**src/rtl/fifo_stream_reader_if.sv**
```systemverilog
// Read-side bundle between the async FIFO read port, the drain engine and the downstream stream.
// master = drain engine (pops the FIFO, drives the stream); slave = FIFO plus stream consumer.
interface fifo_stream_reader_if #(
    parameter int data_width = 8
);
    logic                  fifo_empty;
    logic                  fifo_rd_en;
    logic [data_width-1:0] fifo_data;
    logic [data_width-1:0] m_data;
    logic                  m_valid;
    logic                  m_ready;

    modport master (
        input  fifo_empty,
        input  fifo_data,
        input  m_ready,
        output fifo_rd_en,
        output m_data,
        output m_valid
    );

    modport slave (
        output fifo_empty,
        output fifo_data,
        output m_ready,
        input  fifo_rd_en,
        input  m_data,
        input  m_valid
    );
endinterface

```
**src/rtl/fifo_stream_reader.sv**
```systemverilog
// Async-FIFO read-side drain engine: pops words and re-presents them on a valid/ready stream via a 2-deep buffer.
// Optional accepted-word counter rd_count is built only when FIFO_RD_COUNT_EN is defined.
module fifo_stream_reader #(
    parameter int data_width = 8
`ifdef FIFO_RD_COUNT_EN
    ,
    parameter int count_width = 16
`endif
) (
    input  logic                   rd_clk,
    input  logic                   rst_n,
    input  logic                   enable,
    fifo_stream_reader_if.master   bus
`ifdef FIFO_RD_COUNT_EN
    ,
    output logic [count_width-1:0] rd_count
`endif
);

    logic [1:0]            cnt;
    logic                  inflight;
    logic [data_width-1:0] head_q;
    logic [data_width-1:0] tail_q;
    logic                  accept;
    logic [2:0]            occupancy;

    // Words already committed to the buffer once this edge settles; a pop is only
    // allowed if its word is guaranteed a free slot when it arrives next edge.
    assign accept         = bus.m_valid && bus.m_ready;
    assign occupancy      = {1'b0, cnt} + {2'b00, inflight} - {2'b00, accept};
    assign bus.fifo_rd_en = rst_n && enable && !bus.fifo_empty && (occupancy < 3'd2);
    assign bus.m_valid    = (cnt != 2'd0);
    assign bus.m_data     = head_q;

    always_ff @(posedge rd_clk) begin
        if (!rst_n) begin
            cnt      <= 2'd0;
            inflight <= 1'b0;
            head_q   <= '0;
            tail_q   <= '0;
        end else begin
            inflight <= bus.fifo_rd_en;
            case ({inflight, accept})
                2'b11: begin
                    if (cnt == 2'd2) begin
                        head_q <= tail_q;
                        tail_q <= bus.fifo_data;
                    end else begin
                        head_q <= bus.fifo_data;
                    end
                end
                2'b10: begin
                    if (cnt == 2'd0) begin
                        head_q <= bus.fifo_data;
                    end else begin
                        tail_q <= bus.fifo_data;
                    end
                    cnt <= cnt + 2'd1;
                end
                2'b01: begin
                    head_q <= tail_q;
                    cnt    <= cnt - 2'd1;
                end
                default: begin
                end
            endcase
        end
    end

`ifdef FIFO_RD_COUNT_EN
    always_ff @(posedge rd_clk) begin
        if (!rst_n) begin
            rd_count <= '0;
        end else if (accept) begin
            rd_count <= rd_count + 1'b1;
        end
    end
`endif

endmodule
```
**src/flat_wrapper.sv**
```systemverilog
// flat-port wrapper written by rule: the top's interface ports become plain ports
module fifo_stream_reader_flat 
#(
    parameter int data_width = 8

)
  (rd_clk, rst_n, enable, bus_fifo_empty, bus_fifo_data, bus_m_ready, bus_fifo_rd_en, bus_m_data, bus_m_valid);
  fifo_stream_reader_if #(.data_width(data_width)) bus_i ();
  input  logic rd_clk;
  input  logic rst_n;
  input  logic enable;
  input wire logic [$bits(bus_i.fifo_empty)-1:0] bus_fifo_empty;
  input wire logic [$bits(bus_i.fifo_data)-1:0] bus_fifo_data;
  input wire logic [$bits(bus_i.m_ready)-1:0] bus_m_ready;
  output wire logic [$bits(bus_i.fifo_rd_en)-1:0] bus_fifo_rd_en;
  output wire logic [$bits(bus_i.m_data)-1:0] bus_m_data;
  output wire logic [$bits(bus_i.m_valid)-1:0] bus_m_valid;
  assign bus_i.fifo_empty = bus_fifo_empty;
  assign bus_i.fifo_data = bus_fifo_data;
  assign bus_i.m_ready = bus_m_ready;
  assign bus_fifo_rd_en = bus_i.fifo_rd_en;
  assign bus_m_data = bus_i.m_data;
  assign bus_m_valid = bus_i.m_valid;
  fifo_stream_reader #(.data_width(data_width)) u_core (.rd_clk(rd_clk), .rst_n(rst_n), .enable(enable), .bus(bus_i));
endmodule
```
**config.mk**
```make
export PLATFORM = sky130hd
export DESIGN_NAME = fifo_stream_reader_flat
export DESIGN_NICKNAME = d
export VERILOG_FILES = /design/src/rtl/fifo_stream_reader_if.sv /design/src/rtl/fifo_stream_reader.sv /design/src/flat_wrapper.sv
export SDC_FILE = /design/constraint.sdc
export NUM_CORES = 1
export LEC_CHECK = 0
export CAP_MARGIN = 20
export CELL_PAD_IN_SITES_DETAIL_PLACEMENT = 1
export CELL_PAD_IN_SITES_GLOBAL_PLACEMENT = 1
export CORE_ASPECT_RATIO = 0.7
export CORE_UTILIZATION = 35
export DETAILED_ROUTE_END_ITERATION = 7
export GPL_ROUTABILITY_DRIVEN = 1
export PLACE_DENSITY = 0.84
export SYNTH_ARGS = -nofsm -noshare
export SYNTH_HDL_FRONTEND = slang
export SYNTH_SLANG_ARGS = --single-unit
```
**constraint.sdc**
```tcl
create_clock -name rd_clk -period 3.75 [get_ports rd_clk]
set_input_delay 0.75 -clock rd_clk [delete_from_list [all_inputs] [get_ports rd_clk]]
set_output_delay 0.75 -clock rd_clk [all_outputs]
set_load 0.02 [all_outputs]
```
# [Word-level counts from Yosys, hierarchy flattened]
# Index checks and enable logic that the tools add are counted.
[totals] ff_bits=19 in_bits=13 elab_cells=35
[op_classes] addsub=4 magnitude_cmp=1 n_eq_ne=7 mux=7 n_reduce_logical=12
[ops] cell="8-bit two-way mux" count=4
[ops] cell="8-bit case mux with 3 select lines" count=1
[ops] cell="8-bit case mux with 2 select lines" count=1
[ops] cell="2-bit == test, second input constant" count=3
[ops] cell="2-bit nonzero test" count=3
[ops] cell="1-bit logical AND" count=4
[ops] cell="2-bit by 1-bit != test with 1-bit output, second input constant" count=2
[ops] cell="2-bit case mux with 2 select lines" count=1
[ops] cell="2-bit by 1-bit adder with 3-bit output" count=1
[ops] cell="3-bit by 2-bit < comparator with 1-bit output, second input constant" count=1
[ops] cell="3-bit AND reduction" count=1
[ops] cell="3-bit nonzero test" count=1
[ops] cell="3-bit by 1-bit subtractor with 3-bit output" count=1
[ops] cell="2-bit by 1-bit adder with 2-bit output, second input constant" count=1
[ops] cell="2-bit by 1-bit == test with 1-bit output, second input constant" count=1
[ops] cell="2-bit logical NOT" count=1
[ops] cell="2-bit != test, second input constant" count=1
[ops] cell="2-bit AND reduction" count=1
[ops] cell="2-bit by 1-bit subtractor with 2-bit output, second input constant" count=1
[ops] cell="1-bit logical NOT" count=1

# [Depth between registers and ports, before layout]
# Gate-level depths: netlist of run 1.
[logic_depth] word_depth=5 depth_mapped=9

# [Worst setup path before layout of run 1]
# Ideal clock, no wire load.
[synth_path] path_kind="in2out" start="input port bus_m_ready" end="output port bus_fifo_rd_en" t_arrival_ns=2.238 required_time_ns=3.000 slack_ns=0.762 path_stages=6 n_path_buf=0 path_cell_list="o21a_1 > ha_1 > nand2b_1 > fa_1 > nand4b_1 > nor2_1"
[synth_via] elab_chain_cells=4
[synth_lines] item="start: declaration" line="flat_wrapper.sv:14" rtl="input wire logic [$bits(bus_i.m_ready)-1:0] bus_m_ready;"
[synth_lines] item="1-bit logical AND" line="fifo_stream_reader.sv:29" rtl="assign accept = bus.m_valid && bus.m_ready;"
[synth_lines] item="3-bit by 1-bit subtractor with 3-bit output" line="fifo_stream_reader.sv:30" rtl="assign occupancy = {1'b0, cnt} + {2'b00, inflight} - {2'b00, accept};"
[synth_lines] item="3-bit by 2-bit < comparator with 1-bit output" line="fifo_stream_reader.sv:31" rtl="assign bus.fifo_rd_en = rst_n && enable && !bus.fifo_empty && (occupancy < 3'd2);"
[synth_lines] item="1-bit logical AND" line="fifo_stream_reader.sv:31"
[synth_lines] item="end: declaration" line="flat_wrapper.sv:15" rtl="output wire logic [$bits(bus_i.fifo_rd_en)-1:0] bus_fifo_rd_en;"
# Every way passes these cells.

# [Worst setup path in the final report of run 1]
# Same ends and word-level chain as after synthesis.

==> results of run 1 <==
==> per-stage QoR <==
stage / std cells / setup TNS [ns] / area (µm²)
finish: 169 / 0 / 1320
detailed placement: 165 / -0.167 / 1270
global route: 169 / 0 / 1320
floorplan: 112 / 0 / 1030
global placement: 165 / -0.0231 / 1270
CTS: 169 / 0 / 1320
==> power by group through the flow <==
| stage | Sequential [mW] | Clock [mW] | Combinational, mW |
|---|---|---|---|
| final | 0.269 | 0.146 | 0.299 |
| after CTS | 0.268 | 0.151 | 0.299 |
| after global placement | 0.271 | 0 | 0.284 |
| after global routing | 0.274 | 0.159 | 0.326 |
| after floorplan | 0.289 | 0 | 0.168 |
| after detailed placement | 0.272 | 0 | 0.299 |
==> Yosys cell counts, types with 2 or more instances <==
master / n
dfxtp_1: 19
a22oi_1: 16
nor2_1: 11
o21ai_0: 9
a31oi_1: 8
mux2i_1: 8
nor2b_1: 8
ha_1: 4
inv_1: 4
buf_2: 3
clkbuf_1: 2
nor2_2: 2
xnor2_1: 2
==> registers in the layout, summed over array words and instances, names as in the netlist <==
signal,count
u_core.inflight,1
u_core.tail_q,8
u_core.cnt,2
u_core.bus.m_data,8
==> placed cells by master (no fill, tap or decap), types with 2 or more instances in the layout <==
| cell | instances |
|---|---|
| mux2i_1 | 8 |
| xnor2_1 | 2 |
| clkdlybuf4s50_1 | 21 |
| o21ai_0 | 9 |
| a31oi_1 | 8 |
| ha_1 | 4 |
| nor2_2 | 2 |
| inv_1 | 4 |
| buf_4 | 2 |
| nor2b_1 | 8 |
| nor2_1 | 11 |
| a22oi_1 | 16 |
| clkbuf_8 | 3 |
| dfxtp_1 | 19 |
==> routing by layer <==
layer	up-vias	part of all wire (%)	wire length, µm	global-route usage, %
li1	451	-	-	-
met1	463	47	1340	23.1
met2	20	48	1360	38.0
met3	2	4.0	113	6.55
met4	0	0.64	18	3.83
met5	-	0	0	0
==> critical path, stage by stage <==
cell and delay (ns):
clkdlybuf4s50_1 0.50, o21a_1 0.16, ha_1 0.23, nand2b_1 0.15
fa_1 0.49, nand4b_1 0.12, nor2_1 0.14, dlygate4sd2_1 0.36
==> layout make-up <==
type                    instances  area [µm²]
flip-flops and latches         19         380
fillers                       313        1470
clock buffers                   3        41.3
repair buffers                 24         234
inverters                       4        15.0
clock inverters                 1        5.00
well taps                      36        45.0
multi-input cells              82         597
==> logic make-up after synthesis <==
group / count (synthesis) / share of synthesized area [%]
xor+xnor: 3 / 2.56
buf+inv: 11 / 4.76
fa+ha+maj: 5 / 6.83
compound gates: 37 / 24.9
simple gates: 29 / 16.1
mux: 8 / 7.81
flops: 19 / 37.1
==> worst paths after layout <==
path | end | from
worst max-delay path | bus_fifo_rd_en | bus_m_ready
worst min-delay path | u_core.bus.m_data[3] | u_core.bus.m_data[3]
worst max register to register | u_core.bus.m_data[5] | u_core.cnt[0]
worst min register to register | u_core.bus.m_data[3] | u_core.bus.m_data[3]
==> repair_timing <==
item                       4_1_cts  5_1_grt
setup endpoints to repair        1        0
buffers inserted                 0        0
gates resized for setup          1        0
==> flow_metrics.env, run 1 <==
export IMPL_comb_power_share_pct=41.9
export IMPL_fin_crit_sh_pct=97.2
export IMPL_grt_first_pass_wirelength_um=4510
export IMPL_p_leak_nw=0.432
export IMPL_yosysTopAreaCell="dfxtp_1"
export IMPL_path_max_fanout=2
export IMPL_synth_ff_type="dfxtp_1"
export IMPL_core_area_mm2=0.00278
export IMPL_startpoint_type="input pin"
export IMPL_power_frac_clock_pct=20.5
export IMPL_nNetsFinal=152
export IMPL_synthesis_instances=112
export IMPL_ios=23
export IMPL_finClkSkew_ns=0.00750
export IMPL_power_density_mw_per_mm2=542
export IMPL_dp_hpwl_um=1960
export IMPL_p_int_uw=442
export IMPL_ir_worst_vdd_mv=0.366
export IMPL_grt_max_degree=21
export IMPL_async_flop_share_pct=0
export IMPL_drtPass1Iterations=4
export IMPL_routed_wl_um=2830
export IMPL_fin_ws_ns=0.106
export IMPL_port_buffers=22
export IMPL_seq_power_share_pct=37.6
export IMPL_drc_errors=0
export IMPL_cts_buffer_depth=2
export IMPL_synth_seq_cells=19
export IMPL_critPathRequiredTime_ns=3.00
export IMPL_syn_to_final_growth_pct=28.4
export IMPL_min_delay_path_class="reg -> reg"
export IMPL_ctsRootBufferMaster="clkbuf_8"
export IMPL_wl_per_cell_um=16.7
export IMPL_rsz0062_at_grt="false"
export IMPL_vias=936
export IMPL_cts_tree="done"
export IMPL_synth_nets=130
export IMPL_worstSetupPathType="in -> out"
export IMPL_initial_utilization_pct=36.9
export IMPL_place_congestion=0.707
export IMPL_outcome="completed"
export IMPL_syn_area_per_cell_um2=9.16
export IMPL_syn_cell_area_mm2=0.00103
export IMPL_switching_power_uw=272
export IMPL_overflow=0
export IMPL_post_route_util_pct=47.3
export IMPL_setup_violations=0
export IMPL_layout_drive_gt1_share_pct=8.27
export IMPL_cp_end_kind="output pin"
export IMPL_numCtsBuffers=3
export IMPL_clk_latency_ns=0.26
export IMPL_ant_nets=0
export IMPL_whs_ns=0.500
export IMPL_die_y_um=47.3
export IMPL_netlist_top_cells_area="dfxtp_1 (37%), a22oi_1 (12%), mux2i_1 (7.8%)"
export IMPL_hold_depth=2
export IMPL_worst_pin_slew_ns=0.663
export IMPL_slew_headroom_pct=55.8
export IMPL_grt_pass1_vias=942
export IMPL_swShare_pct=38.1
export IMPL_maxCapViolations=0
export IMPL_synth_top_area_share_pct=37.1
export IMPL_r2r_cells=7
export IMPL_rrSetupSlack_ns=1.32
export IMPL_path_clk_slew_ns=0.08
export IMPL_dieArea_mm2=0.00316
export IMPL_first_iter_violations=79
export IMPL_power_total_uw=714
export IMPL_diodes=0
export IMPL_post_place_ws_ns=-0.167
export IMPL_ys_seq_area_share_pct=37.1
export IMPL_yosysUniqueCellTypes=29
export IMPL_finalCriticalPeriod_ns=3.64
export IMPL_hold_buffers=0
export IMPL_cts_sinks=19
export IMPL_fmax_mhz=274
export IMPL_grt_use_total_pct=20.2
export IMPL_hold_viol=0
export IMPL_crit_arrival_ns=2.89
export IMPL_synth_edf_count=0
export IMPL_vias_per_cell=5.54
export IMPL_die_w_um=66.7
export IMPL_slew_viol_final=0
export IMPL_yosysWarnings=0
export IMPL_htreeDepth=1
export IMPL_fp_row_count=16
export IMPL_antenna_found_initial=0
Note: power is estimated with default switching activity, not from simulation.
==> run 2: changes to the inputs <==
- CAP_MARGIN: 20 -> default
- PLACE_DENSITY: 0.84 -> 0.8
==> run 2 against run 1 <==
Against the previous run:
- global-route usage fell by 1.9 points
- utilization unchanged
- non-clock buffer count stayed put
- cell area stayed put
==> flow_metrics.env, run 2 (synthesis results as in run 1) <==
export IMPL_routed_wl_um=2750
export IMPL_diodes=0
export IMPL_critPathRequiredTime_ns=3.00
export IMPL_slew_headroom_pct=56.0
export IMPL_fin_ws_ns=0.118
export IMPL_grt_util_met1_pct=22.9
export IMPL_initial_utilization_pct=36.9
export IMPL_max_stage_delay_ns=0.50
export IMPL_clk_latency_ns=0.26
export IMPL_crit_start="bus_m_ready"
export IMPL_finalCriticalPeriod_ns=3.63
export IMPL_min_delay_path_class="reg -> reg"
export IMPL_maxCapViolations=0
export IMPL_path_cells="clkdlybuf4s50_1, o21a_1, ha_1, nand2b_1, fa_1, nand4b_1, nor2_1, dlygate4sd2_1"
export IMPL_r2r_cells=7
export IMPL_drtPass1Iterations=4
export IMPL_syn_to_final_growth_pct=28.4
export IMPL_rr_startpoint="u_core.cnt[0]"
export IMPL_grt_first_pass_wirelength_um=4110
export IMPL_port_buffers=22
export IMPL_grt_busiest_layer="met2"
export IMPL_critical_path_slowest_cell="fa_1"
export IMPL_cp_end_kind="output pin"
export IMPL_n_fill_cell=331
export IMPL_fin_crit_sh_pct=96.8
export IMPL_startpoint_type="input pin"
export IMPL_setup_violations=0
export IMPL_rsz0062_at_grt="false"
export IMPL_nNetsFinal=152
export IMPL_worst_pin_slew_ns=0.660
export IMPL_seq_area_um2=380
export IMPL_htreeDepth=1
export IMPL_wl_per_cell_um=16.2
export IMPL_place_congestion=0.772
export IMPL_layout_drive_gt1_share_pct=8.27
export IMPL_grt_pass1_vias=888
export IMPL_outcome="completed"
export IMPL_crit_arrival_ns=2.88
export IMPL_slew_viol_final=0
export IMPL_worstSetupPathType="in -> out"
export IMPL_grt_use_total_pct=18.3
export IMPL_antenna_found_initial=0
export IMPL_cts_tree="done"
export IMPL_cts_setup_buffers=0
export IMPL_vias=900
export IMPL_dp_hpwl_um=1940
export IMPL_fp_row_count=16
export IMPL_ir_worst_vdd_mv=0.314
export IMPL_post_place_ws_ns=-0.153
export IMPL_ios=23
export IMPL_dieArea_mm2=0.00316
export IMPL_p_leak_nw=0.432
export IMPL_first_iter_violations=44
export IMPL_cts_sinks=19
export IMPL_grt_met2_usage_pct=32.3
export IMPL_fin_setup_tns_ns=0
export IMPL_grt_max_degree=21
export IMPL_hold_viol=0
export IMPL_vias_per_cell=5.33
export IMPL_hp_start="u_core.bus.m_data[2]"
export IMPL_finClkSkew_ns=0.00197
export IMPL_power_density_mw_per_mm2=543
export IMPL_ant_nets=0
export IMPL_fmax_mhz=275
export IMPL_overflow=0
export IMPL_ctsRootBufferMaster="clkbuf_8"
export IMPL_hold_buffers=0
export IMPL_die_y_um=47.3
export IMPL_drc_errors=0
export IMPL_final_common_cell="clkdlybuf4s50_1"
export IMPL_hold_depth=2
export IMPL_met3_usage_pct=4.85
export IMPL_path_clk_slew_ns=0.07
export IMPL_numCtsBuffers=3
export IMPL_multiInputGateArea_um2=597
export IMPL_core_area_mm2=0.00278
export IMPL_path_max_fanout=2
export IMPL_cts_resized=1
export IMPL_final_cell_mix="clkdlybuf4s50_1 (21), dfxtp_1 (19), a22oi_1 (16)"
export IMPL_die_w_um=66.7
export IMPL_cts_buffer_depth=2
run 2: cell counts in the layout (fill, tap and decap cells not counted):
No cell type changed its count.
run 2: layer usage:
| metal | up-vias | wire length, µm |
|---|---|---|
| li1 | 448 | - |
| met1 | 438 | 1250 |
| met3 | 0 | 103 |
| met4 | 0 | 0 |
| met5 | - | 0 |
| met2 | 14 | 1390 |
run 2: power by group:
| part | switching, mW | leakage, nW | internal (mW) | total, mW |
|---|---|---|---|---|
| combinational | 0.167 | 0.252 | 0.133 | 0.300 |
| sequential | 0.0319 | 0.154 | 0.236 | 0.268 |
| clock | 0.0738 | 0.0255 | 0.0740 | 0.148 |
| total | 0.273 | 0.432 | 0.443 | 0.716 |
run 2: worst paths after layout:
check                    endpoint  slack, ns
max                bus_fifo_rd_en       0.12
min          u_core.bus.m_data[2]       0.50
max reg2reg  u_core.bus.m_data[0]       1.28
min reg2reg  u_core.bus.m_data[2]       0.50
run 2: metrics by stage:
| stage | std cells | util (%) | power [mW] | hold slack [ns] | area (µm²) |
|---|---|---|---|---|---|
| detailed placement | 165 | 45.7 | 0.575 | 0.494 | 1270 |
| floorplan | 112 | - | 0.457 | 0.471 | 1030 |
| finish | 169 | 47.3 | 0.716 | 0.498 | 1320 |
| global route | 169 | 47.3 | 0.756 | 0.526 | 1320 |
| CTS | 169 | 47.3 | 0.719 | 0.511 | 1320 |
| global placement | 165 | 45.7 | 0.557 | 0.474 | 1270 |
run 2: cell type report:
type                    count  share of cell area (%)
multi-input cells          82                    45.3
flip-flops and latches     19                    28.9
repair buffers             24                    17.8
well taps                  36                    3.42
clock buffers               3                    3.13
inverters                   4                    1.14
clock inverters             1                   0.380
run 2: worst max-delay path, delay by kind of cell:
family	cells	cell delay, ns
AOI/OAI and AO/OA	1	0.16
adders and majority gates	2	0.73
buffers and inverters	2	0.83
and+or+nand+nor	3	0.41
